File: src/rtl/fixed_point_round_saturate_stage_pkg.sv
// Shared definitions for the fixed-point round/saturate stage.
// The adder output Q-format, the clamp-limit helpers and the rounding-mode encoding.
package fixed_point_round_saturate_stage_pkg;

    // Q-format of the upstream signed pipelined adder output (Q5.4)
    localparam int unsigned ADD_OUT_W    = 9;
    localparam int unsigned ADD_OUT_FRAC = 4;

    // Rounding modes; only half-up is used today, truncation is kept for future modes
    typedef enum logic [1:0] {
        RND_HALF_UP = 2'd0,
        RND_TRUNC   = 2'd1
    } round_mode_e;

    // Largest value representable in a signed w-bit word
    function automatic int sat_max(input int unsigned w);
        return (1 << (w - 1)) - 1;
    endfunction

    // Smallest value representable in a signed w-bit word
    function automatic int sat_min(input int unsigned w);
        return -(1 << (w - 1));
    endfunction

endpackage

File: src/rtl/fxp_saturate.sv
// Combinational signed clamp from IN_W bits to OUT_W bits with a clip flag.
module fxp_saturate
    import fixed_point_round_saturate_stage_pkg::*;
#(
    parameter int unsigned IN_W  = 10,
    parameter int unsigned OUT_W = 8
) (
    input  logic [IN_W-1:0]  data_i,
    output logic [OUT_W-1:0] data_o,
    output logic             sat_o
);

    if (IN_W > OUT_W) begin : g_clamp
        localparam logic signed [IN_W-1:0] MAXV = IN_W'(sat_max(OUT_W));
        localparam logic signed [IN_W-1:0] MINV = IN_W'(sat_min(OUT_W));

        // Clamp to the output range and flag any sample that was clipped
        always_comb begin
            data_o = data_i[OUT_W-1:0];
            sat_o  = 1'b0;
            if ($signed(data_i) > MAXV) begin
                data_o = MAXV[OUT_W-1:0];
                sat_o  = 1'b1;
            end else if ($signed(data_i) < MINV) begin
                data_o = MINV[OUT_W-1:0];
                sat_o  = 1'b1;
            end
        end
    end else begin : g_extend
        // Output is at least as wide as the input: sign-extend, never clips
        always_comb begin
            data_o = OUT_W'($signed(data_i));
            sat_o  = 1'b0;
        end
    end

endmodule

File: src/rtl/fixed_point_round_saturate_stage.sv
// Two-stage valid/ready pipeline: round the adder's Q-format sum to OUT_FRAC bits,
// then saturate to OUT_W bits, tagging clipped samples and counting delivered clips.
module fixed_point_round_saturate_stage
    import fixed_point_round_saturate_stage_pkg::*;
#(
    parameter int unsigned IN_W     = ADD_OUT_W,
    parameter int unsigned IN_FRAC  = ADD_OUT_FRAC,
    parameter int unsigned OUT_W    = 8,
    parameter int unsigned OUT_FRAC = 3,
    parameter int unsigned CNT_W    = 16,
    parameter round_mode_e RMODE    = RND_HALF_UP
) (
    input  logic             clk,
    input  logic             rst,
    input  logic             in_valid,
    output logic             in_ready,
    input  logic [IN_W-1:0]  in_data,
    output logic             out_valid,
    input  logic             out_ready,
    output logic [OUT_W-1:0] out_data,
    output logic             out_sat,
    input  logic             clr_count,
    output logic [CNT_W-1:0] sat_count
);

    localparam int unsigned SHIFT = IN_FRAC - OUT_FRAC;
    localparam int unsigned RW    = IN_W + 1 - SHIFT;
    // Half an output LSB, added before the arithmetic shift for round-half-up
    localparam logic [IN_W:0] HALF =
        (SHIFT > 0 && RMODE == RND_HALF_UP) ? ((IN_W + 1)'(1) << (SHIFT - 1)) : '0;

    logic             s1_valid_q, s1_valid_d;
    logic [RW-1:0]    s1_data_q,  s1_data_d;
    logic             out_valid_q, out_valid_d;
    logic [OUT_W-1:0] out_data_q,  out_data_d;
    logic             out_sat_q,   out_sat_d;
    logic [CNT_W-1:0] sat_count_q, sat_count_d;

    logic             en1, en2;
    logic signed [IN_W:0] ext, biased;
    logic [OUT_W-1:0] sat_data;
    logic             sat_flag;

    // One extra headroom bit so adding HALF to the most positive input cannot wrap
    always_comb begin
        ext    = {in_data[IN_W-1], in_data};
        biased = ext + HALF;
    end

    // Handshake enables: a stage may load when it is empty or its contents move on
    always_comb begin
        en2 = !out_valid_q || out_ready;
        en1 = !s1_valid_q || en2;
    end

    fxp_saturate #(
        .IN_W (RW),
        .OUT_W(OUT_W)
    ) u_sat (
        .data_i(s1_data_q),
        .data_o(sat_data),
        .sat_o (sat_flag)
    );

    // Next-state for both pipeline stages; data registers load only on an accepted sample
    always_comb begin
        s1_valid_d  = s1_valid_q;
        s1_data_d   = s1_data_q;
        out_valid_d = out_valid_q;
        out_data_d  = out_data_q;
        out_sat_d   = out_sat_q;
        if (en1) begin
            s1_valid_d = in_valid;
            if (in_valid) begin
                s1_data_d = RW'(biased >>> SHIFT);
            end
        end
        if (en2) begin
            out_valid_d = s1_valid_q;
            if (s1_valid_q) begin
                out_data_d = sat_data;
                out_sat_d  = sat_flag;
            end
        end
    end

    // Clip counter: clear wins over increment, and it sticks at all-ones instead of wrapping
    always_comb begin
        sat_count_d = sat_count_q;
        if (clr_count) begin
            sat_count_d = '0;
        end else if (out_valid_q && out_ready && out_sat_q && (sat_count_q != '1)) begin
            sat_count_d = sat_count_q + CNT_W'(1);
        end
    end

    // Pipeline and counter registers
    always_ff @(posedge clk or posedge rst) begin
        if (rst) begin
            s1_valid_q  <= 1'b0;
            s1_data_q   <= '0;
            out_valid_q <= 1'b0;
            out_data_q  <= '0;
            out_sat_q   <= 1'b0;
            sat_count_q <= '0;
        end else begin
            s1_valid_q  <= s1_valid_d;
            s1_data_q   <= s1_data_d;
            out_valid_q <= out_valid_d;
            out_data_q  <= out_data_d;
            out_sat_q   <= out_sat_d;
            sat_count_q <= sat_count_d;
        end
    end

    assign in_ready  = en1;
    assign out_valid = out_valid_q;
    assign out_data  = out_data_q;
    assign out_sat   = out_sat_q;
    assign sat_count = sat_count_q;

endmodule

File: config.mk
export PLATFORM = sky130hd
export DESIGN_NAME = fixed_point_round_saturate_stage
export DESIGN_NICKNAME = d
export VERILOG_FILES = /design/src/rtl/fixed_point_round_saturate_stage_pkg.sv /design/src/rtl/fxp_saturate.sv /design/src/rtl/fixed_point_round_saturate_stage.sv
export SDC_FILE = /design/constraint.sdc
export NUM_CORES = 1
export LEC_CHECK = 0
export CAP_MARGIN = 20
export CORE_MARGIN = 2
export CORE_UTILIZATION = 50
export CTS_CLUSTER_DIAMETER = 100
export DETAILED_ROUTE_END_ITERATION = 10
export GPL_TIMING_DRIVEN = 0
export PLACE_DENSITY = 0.8
export SYNTH_ARGS = -nofsm -noshare
export SYNTH_HDL_FRONTEND = slang
export SYNTH_SLANG_ARGS = --single-unit
File: constraint.sdc
create_clock -name clk -period 1.8 [get_ports clk]
set_input_delay 0.45 -clock clk [delete_from_list [all_inputs] [get_ports clk]]
set_output_delay 0.45 -clock clk [all_outputs]
set_load 0.01 [all_outputs]
==> key figures <==
Outcome
  – Status: complete, no violations

STA
  – Worst slew margin: 0.489
  – RSZ-0062 raised after global routing: true
  – Clock Skew: 0.00791 ns
  – Slew Limit Fails: 0
  – Final WS setup: between 0.03 and 0.04 ns
  – F_max: 0.567 GHz
  – Worst-Margin Slew: 0.766 ns
  – Final hold slack: 0.485 ns
  – Fin crit period: 1.76 ns
  – Tcrit/Tclk final: 0.979
  – # setup viols final: 0
  – Setup TNS: 0 ns
  – Final hold violation count: 0

Critical path
  – Setup crit start: sat_count[1]$_DFFE_PP0P_
  – Reg2reg start: sat_count[1]$_DFFE_PP0P_
  – Worst setup path end: sat_count[14]$_DFFE_PP0P_
  – WP data required: approximately 2.0 ns
  – Setup crit start kind: register
  – Worst R2R Path Depth: 5
  – R2R Setup Slk: 0.04 ns
  – Crit. End Element: register
  – Worst Setup Path Type: register to register
  – CP arrival: 1.97 ns
  – R2r endpoint: sat_count[14]$_DFFE_PP0P_
  – Worst-path fanout max: 5

Power
  – Power Density: approximately 770 nW/um^2
  – Worst VDD drop: around 0.00048 V
  – Clock share of power: 0.302
  – Combinational Power Share: 0.204
  – Reg power frac: 0.494
  – Leakage: roughly 1 nW
  – Sw Share: 0.272
  – P_sw: approximately 0.53 mW
  – Total internal power: 1.42 mW
  – Final Power: 1.94 mW

Clocking
  – Sink Count: 36
  – Clk buf depth: 2
  – CTS root buffer: clkbuf_8
  – Later-pin clock latency in the skew report: approximately 0.29 ns
  – H-tree depth: 2
  – Total CTS buffers: 5
  – Hold Buf Count CTS: 0
  – Clk pin slew, worst setup/hold paths: 0.07 ns
  – TritonCTS clock tree: built

Routing
  – Final ANT Viol Nets: 0
  – Iteration count of the initial detailed-routing pass: 4
  – Iter 0 DRT Violations: 168
  – Via density per instance: 5.61
  – Vias: 1,701
  – DRC viols: 0
  – Avg WL per Cell: ~14 microns
  – Routed wire length: 4180 microns

Placement
  – Port bufs: 39
  – GPL Wtd Cong: roughly 0.9
  – Dpl cell area: 2380 sq um
  – Post-DP HPWL: about 3100 microns
  – Dpl ws: -0.474 ns

Final layout
  – Share of cells above drive strength 1: 0.129
  – Commonest cells after routing, fill and taps aside: nand2_1 (38), clkdlybuf4s50_1 (37), dfrtp_1 (25)
  – Design area: around 2500 sq um
  – P&R area growth vs syn: 32.6%
  – Commonest non-fill, non-tap cell in the layout: nand2_1
  – Antenna cells: 0
  – Final #Nets: 270

Global routing
  – Global-route wire length before repair: 7130 microns
  – GR Util met1: 0.238
  – Largest net degree at the start of global routing: 20
  – Gr usage total: 0.215
  – Total congestion overflow: 0
  – Met2 Use GR: 0.384
  – Busiest grt layer: met2
  – Vias in the first global route: 1,623
  – Met3 GRT Util: 0.0548
  – Initial antenna violation count: 0

Yosys
  – Number of synthesized register bits: 36
  – Asr flop ratio synth: 1.00
  – Ys flop type: dfrtp_1
  – EDFF count, synth: 0
  – Register area share after synthesis: 0.472
  – Yosys cell types: 35
  – Syn Nets: 221
  – Syn Std Cell Area: 1910 sq um
  – Avg Inst Size Synth: about 9.3 sq um
  – Synth Instances: 205
  – Warnings from Yosys: 0

Floorplan
  – Die area: 4320 sq um
  – Row cnt: 22
  – Die width: ~66 microns
  – Die H: approximately 66 microns
  – Core area: 3660 sq um
  – Initial Utilization: 0.521
  – Top Ports: roughly 40

Flow run
  – Max cap viols: 0

Worst hold path
  – Type of the worst min-delay path: register to register
==> registers in the layout (all words and copies together), names as in the netlist <==
name and flops:
sat_count 16, s1_data_q 9, out_data 8, out_sat 1, out_valid 1, s1_valid_q 1
==> power groups by stage <==
stage / registers, mW / logic, mW / clock network, mW
5_1_grt: 0.975 / 0.445 / 0.644
2_1_floorplan: 0.990 / 0.176 / 0
6_report: 0.960 / 0.396 / 0.587
4_1_cts: 0.962 / 0.402 / 0.604
3_3_place_gp: 0.973 / 0.387 / 0
3_5_place_dp: 0.976 / 0.402 / 0
==> cells by family (layout without fill, tap and decap cells) <==
group	after synthesis	in the layout	share of synthesized area
compound gates	51	51	0.150
buf+inv	10	60	0.0217
fa+ha+maj	2	2	0.0131
flops	36	36	0.472
mux	4	4	0.0230
xor+xnor	8	8	0.0367
simple gates	94	94	0.283
==> cell usage after synthesis (all sizes together) (2+ instances only) <==
cell type | n | area (sq um)
nand2 | 38 | 143
dfrtp | 36 | 901
o21ai | 27 | 135
a21oi | 13 | 65.1
nand3 | 11 | 60.1
o31ai | 9 | 67.6
or4 | 9 | 67.6
nand4 | 7 | 62.6
and4 | 5 | 43.8
clkbuf | 5 | 18.8
nand2b | 5 | 31.3
or3 | 4 | 25.0
xnor2 | 4 | 35.0
xor2 | 4 | 35.0
and3 | 3 | 18.8
buf | 3 | 15.0
mux2 | 3 | 33.8
nor2 | 3 | 11.3
nor3 | 3 | 20.0
and2 | 2 | 12.5
ha | 2 | 25.0
inv | 2 | 7.51
==> final cells by class <==
class	count	area (sq um)
multi-input cells	159	992
clock buffers	8	90.1
plain buffers	8	33.8
inverters	2	7.51
fillers	302	1130
repair buffers	42	430
flip-flops and latches	36	915
well taps	48	60.1
==> layer usage <==
layer  part of all wire  up-vias
li1                   -      846
met1               0.41      797
met4              0.019        0
met3              0.041        8
met5                  0        -
met2               0.53       50
==> critical path, cell delays in order (launching register included) <==
cell	delay, ns
dfrtp_1	0.43
ha_2	0.27
and4_4	0.28
nand4_1	0.12
or4_1	0.42
a21oi_1	0.17
==> through the flow <==
stage | std cells | utilization
2_1_floorplan | 205 | -
3_3_place_gp | 292 | 0.644
3_5_place_dp | 293 | 0.651
4_1_cts | 303 | 0.680
5_1_grt | 303 | 0.691
6_report | 303 | 0.691
==> how the worst min path moves through the flow <==
stage                                        from                       to  slack, ns  cells after the start
after CTS                  s1_valid_q$_DFFE_PP0N_    out_valid$_DFFE_PP0P_       0.49                      1
after detailed placement  out_data[0]$_DFFE_PP0P_  out_data[0]$_DFFE_PP0P_       0.48                      2
after global routing      out_data[1]$_DFFE_PP0P_  out_data[1]$_DFFE_PP0P_       0.52                      2
after global placement    out_data[0]$_DFFE_PP0P_  out_data[0]$_DFFE_PP0P_       0.47                      2
final                      s1_valid_q$_DFFE_PP0N_    out_valid$_DFFE_PP0P_       0.49                      1
after floorplan            s1_valid_q$_DFFE_PP0N_    out_valid$_DFFE_PP0P_       0.46                      1
==> repair_timing <==
action / 4_1_cts / 5_1_grt
endpoints found under the setup margin: 17 / 13
pin swaps: 1 / 0
resized for setup: 5 / 14
setup buffers: 2 / 0
endpoints found under the hold margin: 0 / 0
Note: power is estimated with default switching activity, not from simulation.
